==> src/rtl/jk_sync_counter_pkg.sv <==
// jk_sync_counter_pkg: direction constants and J/K command encodings ({J,K}) shared by JK-based blocks.
package jk_sync_counter_pkg;
    localparam logic DIR_UP   = 1'b1;
    localparam logic DIR_DOWN = 1'b0;
    typedef enum logic [1:0] {
        JK_HOLD   = 2'b00,
        JK_RESET  = 2'b01,
        JK_SET    = 2'b10,
        JK_TOGGLE = 2'b11
    } jk_cmd_e;
endpackage

==> src/rtl/jk_counter_stage.sv <==
// jk_counter_stage: single JK storage bit with asynchronous active-low reset and true/complement outputs.
module jk_counter_stage
    import jk_sync_counter_pkg::*;
(
    input  logic clock_pos,
    input  logic reset_neg,
    input  logic j_i,
    input  logic k_i,
    output logic q_o,
    output logic q_n_o
);
    logic    q_q, q_d;
    jk_cmd_e cmd;
    always_comb begin
        cmd = jk_cmd_e'({j_i, k_i});
        q_d = (cmd == JK_SET)    ? 1'b1 :
              (cmd == JK_RESET)  ? 1'b0 :
              (cmd == JK_TOGGLE) ? ~q_q : q_q;
    end
    always_ff @(posedge clock_pos or negedge reset_neg) begin
        if (!reset_neg) q_q <= 1'b0;
        else            q_q <= q_d;
    end
    assign q_o   = q_q;
    assign q_n_o = ~q_q;
endmodule

==> src/rtl/jk_sync_counter.sv <==
// jk_sync_counter: modulo-MODULUS up/down counter built from a chain of JK stages.
// Define JK_COUNTER_SATURATE_EN to saturate at the limits instead of wrapping.
module jk_sync_counter
    import jk_sync_counter_pkg::*;
#(
    parameter int WIDTH   = 4,
    parameter int MODULUS = 16
) (
    input  logic             clock_pos,
    input  logic             reset_neg,
    input  logic             count_enable,
    input  logic             count_up,
    input  logic             load_enable,
    input  logic [WIDTH-1:0] load_value,
    output logic [WIDTH-1:0] count_out,
    output logic [WIDTH-1:0] count_out_neg,
    output logic             terminal_count,
    output logic             wrap_pulse
);
    localparam logic [WIDTH-1:0] MAX = WIDTH'(MODULUS - 1);
    logic [WIDTH-1:0] j_d, k_d, load_val;
`ifndef JK_COUNTER_SATURATE_EN
    logic [WIDTH-1:0] wrap_val;
`endif
    logic    all1, all0;
    jk_cmd_e cmd;
    assign terminal_count = (count_up == DIR_UP) ? (count_out == MAX) : (count_out == '0);
    always_comb begin
        load_val = (32'(load_value) >= MODULUS) ? MAX : load_value;
`ifndef JK_COUNTER_SATURATE_EN
        wrap_val = (count_up == DIR_DOWN) ? MAX : '0;
`endif
        j_d  = '0;
        k_d  = '0;
        cmd  = JK_HOLD;
        all1 = 1'b1;
        all0 = 1'b1;
        // all1/all0 accumulate "every lower bit is 1/0" to form the toggle chain
        for (int i = 0; i < WIDTH; i++) begin
            cmd = load_enable ? (load_val[i] ? JK_SET : JK_RESET) :
                  !count_enable ? JK_HOLD :
`ifdef JK_COUNTER_SATURATE_EN
                  terminal_count ? JK_HOLD :
`else
                  terminal_count ? (wrap_val[i] ? JK_SET : JK_RESET) :
`endif
                  (((count_up == DIR_UP) ? all1 : all0) ? JK_TOGGLE : JK_HOLD);
            {j_d[i], k_d[i]} = cmd;
            all1 = all1 & count_out[i];
            all0 = all0 & ~count_out[i];
        end
    end
    for (genvar g = 0; g < WIDTH; g++) begin : g_stage
        jk_counter_stage u_stage (
            .clock_pos (clock_pos),
            .reset_neg (reset_neg),
            .j_i       (j_d[g]),
            .k_i       (k_d[g]),
            .q_o       (count_out[g]),
            .q_n_o     (count_out_neg[g])
        );
    end
`ifdef JK_COUNTER_SATURATE_EN
    assign wrap_pulse = 1'b0;
`else
    logic wrap_d, wrap_q;
    assign wrap_d = !load_enable && count_enable && terminal_count;
    always_ff @(posedge clock_pos or negedge reset_neg) begin
        if (!reset_neg) wrap_q <= 1'b0;
        else            wrap_q <= wrap_d;
    end
    assign wrap_pulse = wrap_q;
`endif
endmodule

==> config.mk <==
export PLATFORM = sky130hd
export DESIGN_NAME = jk_sync_counter
export DESIGN_NICKNAME = d
export VERILOG_FILES = /design/src/rtl/jk_sync_counter_pkg.sv /design/src/rtl/jk_counter_stage.sv /design/src/rtl/jk_sync_counter.sv
export SDC_FILE = /design/constraint.sdc
export NUM_CORES = 1
export LEC_CHECK = 0
export ABC_CLOCK_PERIOD_IN_PS = 3650
export CORE_AREA = 2 2 39 41
export DETAILED_ROUTE_END_ITERATION = 7
export DIE_AREA = 0 0 41 43
export SLEW_MARGIN = 10
export SYNTH_ARGS = -nofsm -noshare
export SYNTH_HDL_FRONTEND = slang
export SYNTH_SLANG_ARGS = --single-unit
==> constraint.sdc <==
create_clock -name clock_pos -period 3.65 [get_ports clock_pos]
set_input_delay 0.5475 -clock clock_pos [delete_from_list [all_inputs] [get_ports clock_pos]]
set_output_delay 0.5475 -clock clock_pos [all_outputs]
set_load 0.02 [all_outputs]
After elaboration in Yosys (flattened, before gate mapping)

Cells that the tools add are included.

Register bits after elaboration: 5
Bits of input ports: 9
Output and inout bits: 10
Logic and storage cells: 74

Equality and inequality tests: 13
Mux-type cells: 40
Bitwise gates (word level): 8
Reduce and logical (&&, ||, !) cells: 8

Operator list:

| cell                                                             | count |
|---|---|
| 2-bit 2-to-1 mux                                                 | 23 |
| 2-bit == test (second input constant)                            | 8 |
| 1-bit 2-to-1 mux                                                 | 16 |
| 3-bit nonzero test                                               | 4 |
| 2-bit by 1-bit == test with 1-bit output (second input constant) | 4 |
| 1-bit AND                                                        | 4 |
| 4-bit == test (second input constant)                            | 1 |
| 4-bit logical NOT                                                | 1 |
| 4-bit 2-to-1 mux                                                 | 1 |
| 1-bit inverter                                                   | 4 |
| 1-bit logical AND                                                | 2 |
| 1-bit logical NOT                                                | 1 |

Longest topological paths before layout

Word-level depth: 12
Depth in mapped cells: 4
Depth with buffers taken out: 3

Modules after synthesis

Synthesis repeated with hierarchy kept, for this count alone.

Cell total of the unflattened synthesis: 50
Area, all modules: 369.1 um^2

By module, submodules not included:

| module           | instances | cells an instance | area each (um^2) | sequential area each (um^2) |
|---|---|---|---|---|
| jk_sync_counter  | 1         | 34                | 219.0            | 25.0 |
| jk_counter_stage | 4         | 4                 | 37.5             | 25.0 |

Worst setup path after synthesis

No wires, ideal clock.

Path type: input-to-output
Start: input count_up
End: output terminal_count
Data arrival time: 1.160 ns
Data required time: 3.102 ns
Path slack: 1.942 ns
Stages: 2
Buffers on the path: 0
Path through: nor4_1 > mux2_2

Cells in the longest elaborated chain, start to end: 1

Ends and longest elaborated chain:

| element            | RTL line              | text |
|---|---|---|
| start: declaration | jk_sync_counter.sv:12 | `input logic count_up,` |
| 1-bit 2-to-1 mux   | jk_sync_counter.sv:27 | `assign terminal_count = (count_up == DIR_UP) ? (count_out == MAX) : (count_out == '0);` |
| end: declaration   | jk_sync_counter.sv:17 | `output logic terminal_count,` |

No other way between the ends.

Worst setup path after layout

Ends and elaborated chain as after synthesis.

==> metrics.cfg <==
[detailed_routing]
wire_per_inst_um=10.8
drtIter0Drc=7
wirelength_um=778
dr.pass1.iters=2
num_vias=340
drc=0
final_antenna_net_count=0
via_per_inst=4.72

[global_routing]
grt_pass1_vias=284
grt.total_usage=0.103
grt_max_degree=14
overflow=0
antenna_found_initial=0
grt_pass1_wl_mm=1.24

[sta]
hold_slack_ns=0.527
skew_ns=0.00167
worstMarginPinSlew_ns=0.395
final.period_utilization=0.780
setup_viol=0
min_period_ns=2.85
grt_setup_unrepaired=no
slew_viol_final=0
max_freq_ghz=0.351
timing.setup.tns_ns=0
slew_headroom=0.734
fin_ws_ns=0.804
hold_viol=0

[worst_setup_path]
rr_worst_depth=3
path_class=primary input to output pin
reg2reg_setup_slack_ns=2.18
r2r-start=g_stage[0].u_stage.q_o
r2r_end=g_stage[2].u_stage.q_o
worstPathRequired_ns=3.10
critPathLaunchType=primary input
arrival_ns=2.30
worstPathMaxFanout=5
critPathCaptureType=output pin

[die]
core_mm2=0.00138
dieWidth_um=41
num_rows=14
die_y_um=43
top_level_ports=19
die_area_mm2=0.00176
start_util=0.288

[synth]
syn-instance-count=45
avgSynthCellArea_um2=8.84
ys_seq_area_frac=0.314
ys_types=22
yosysWarnings=0
syn_area_um2=398
ys_ff_latch=5
synth_nets=54

[placed_design]
place_congestion=0.675
placedCellCount=68
place_ws_ns=0.818
port_buffers=18

[power_and_ir_drop]
pwr_density_cell_mw_per_mm2=400
leakagePower_nw=0.226
p_total_uw=215
vdd_drop_max_mv=0.236

[clock_tree]
post_cts_buffers=0
htree_levels=1
clkSinkCount=5
clockRootBuffer=clkbuf_4
insertion_delay_ns=0.24
cts_buffers=3
clk_pin_slew_ns=0.05
post_cts_resize_count=0
clockBufferDepth=2
cts_tree=built
cts_hold_buf=0

[cells_and_area]
drive_gt1_frac=0.107
regArea_um2=125
final_cells=72
nets=66
area_growth_pct=35.2
nFillCells=146
diodes=0
multi_input_area_um2=171

[min_path]
hold_class=primary input to async pin

[outcome]
status=complete, no violations

[job]
drv_cap=0

-- synthesized netlist by cell type, drive strengths merged --
| cell | instances | share of area |
|---|---|---|
| clkbuf | 1 | 0.019 |
| mux2 | 1 | 0.028 |
| nor4 | 1 | 0.016 |
| a211o | 2 | 0.044 |
| nor2 | 2 | 0.019 |
| nand3 | 4 | 0.050 |
| and3b | 1 | 0.022 |
| o211ai | 1 | 0.019 |
| nand4 | 1 | 0.016 |
| dfrtp | 5 | 0.31 |
| or4b | 1 | 0.035 |
| inv | 4 | 0.038 |
| and4 | 1 | 0.025 |
| nand2 | 3 | 0.028 |
| buf | 10 | 0.20 |
| a21oi | 1 | 0.013 |
| nand4b | 1 | 0.022 |
| o21ai | 1 | 0.013 |
| or4 | 1 | 0.019 |
| nor3b | 1 | 0.019 |
| xnor2 | 2 | 0.044 |
-- cell usage in the layout, fill, tap and decap left out, drive strengths merged --
master | Yosys | layout
a211o | 2 | 2
a21oi | 1 | 1
and3b | 1 | 1
and4 | 1 | 1
clkbuf | 1 | 4
clkdlybuf4s50 | 0 | 18
dfrtp | 5 | 5
inv | 4 | 4
mux2 | 1 | 1
nand2 | 3 | 3
nand3 | 4 | 4
nand4 | 1 | 1
nand4b | 1 | 1
nor2 | 2 | 2
nor3b | 1 | 1
nor4 | 1 | 1
o211ai | 1 | 1
o21ai | 1 | 1
or4 | 1 | 1
or4b | 1 | 1
xnor2 | 2 | 2
-- kinds of logic (layout without fill, tap and decap cells) --
logic type / Yosys count / after routing / synth area share
buf+inv: 15 / 26 / 0.255
simple gates: 17 / 17 / 0.270
compound gates: 5 / 5 / 0.0880
mux: 1 / 1 / 0.0283
flops: 5 / 5 / 0.314
xor+xnor: 2 / 2 / 0.0440
-- cell type report --
class                      instances  share of cell area
clock buffer                       4              0.0488
timing repair buffer              18               0.335
tap                               16              0.0372
sequential                         5               0.233
inverter                           4              0.0279
multi-input combinational         25               0.319
-- flip-flops by register name, summed over array words and instances (netlist names) --
register,count
g_stage.u_stage.q_o,4
wrap_pulse,1
-- worst max path at each step --
stage | startpoint | slack, ns | to
after floorplan | count_up | 1.94 | terminal_count
after global placement | count_up | 0.83 | terminal_count
after detailed placement | count_up | 0.82 | terminal_count
after CTS | count_up | 0.82 | terminal_count
after global routing | count_up | 0.73 | terminal_count
final | count_up | 0.80 | terminal_count
-- report_power, final --
part	total (mW)	switching, mW	internal, mW
registers	0.0718	0.00989	0.0619
logic	0.0784	0.0369	0.0415
clock network	0.0652	0.0238	0.0414
-- metal layers --
layer	share of wire	GRT usage	up-vias
met3	0.099	0.0628	0
met1	0.39	0.142	159
met4	0	0.0200	0
met2	0.51	0.134	12
met5	0	0	-
li1	-	-	169
-- worst max-delay path, cell delays in order --
cell	delay, ns
clkdlybuf4s50_1	0.49
nor4_1	0.42
mux2_2	0.24
clkdlybuf4s50_1	0.59
-- metrics by stage --
step	cell area (µm²)	util
after floorplan	398	-
after global placement	512	0.370
after detailed placement	512	0.370
after CTS	538	0.389
after global routing	538	0.389
final	538	0.389
Note: power is estimated with default switching activity, not from simulation.
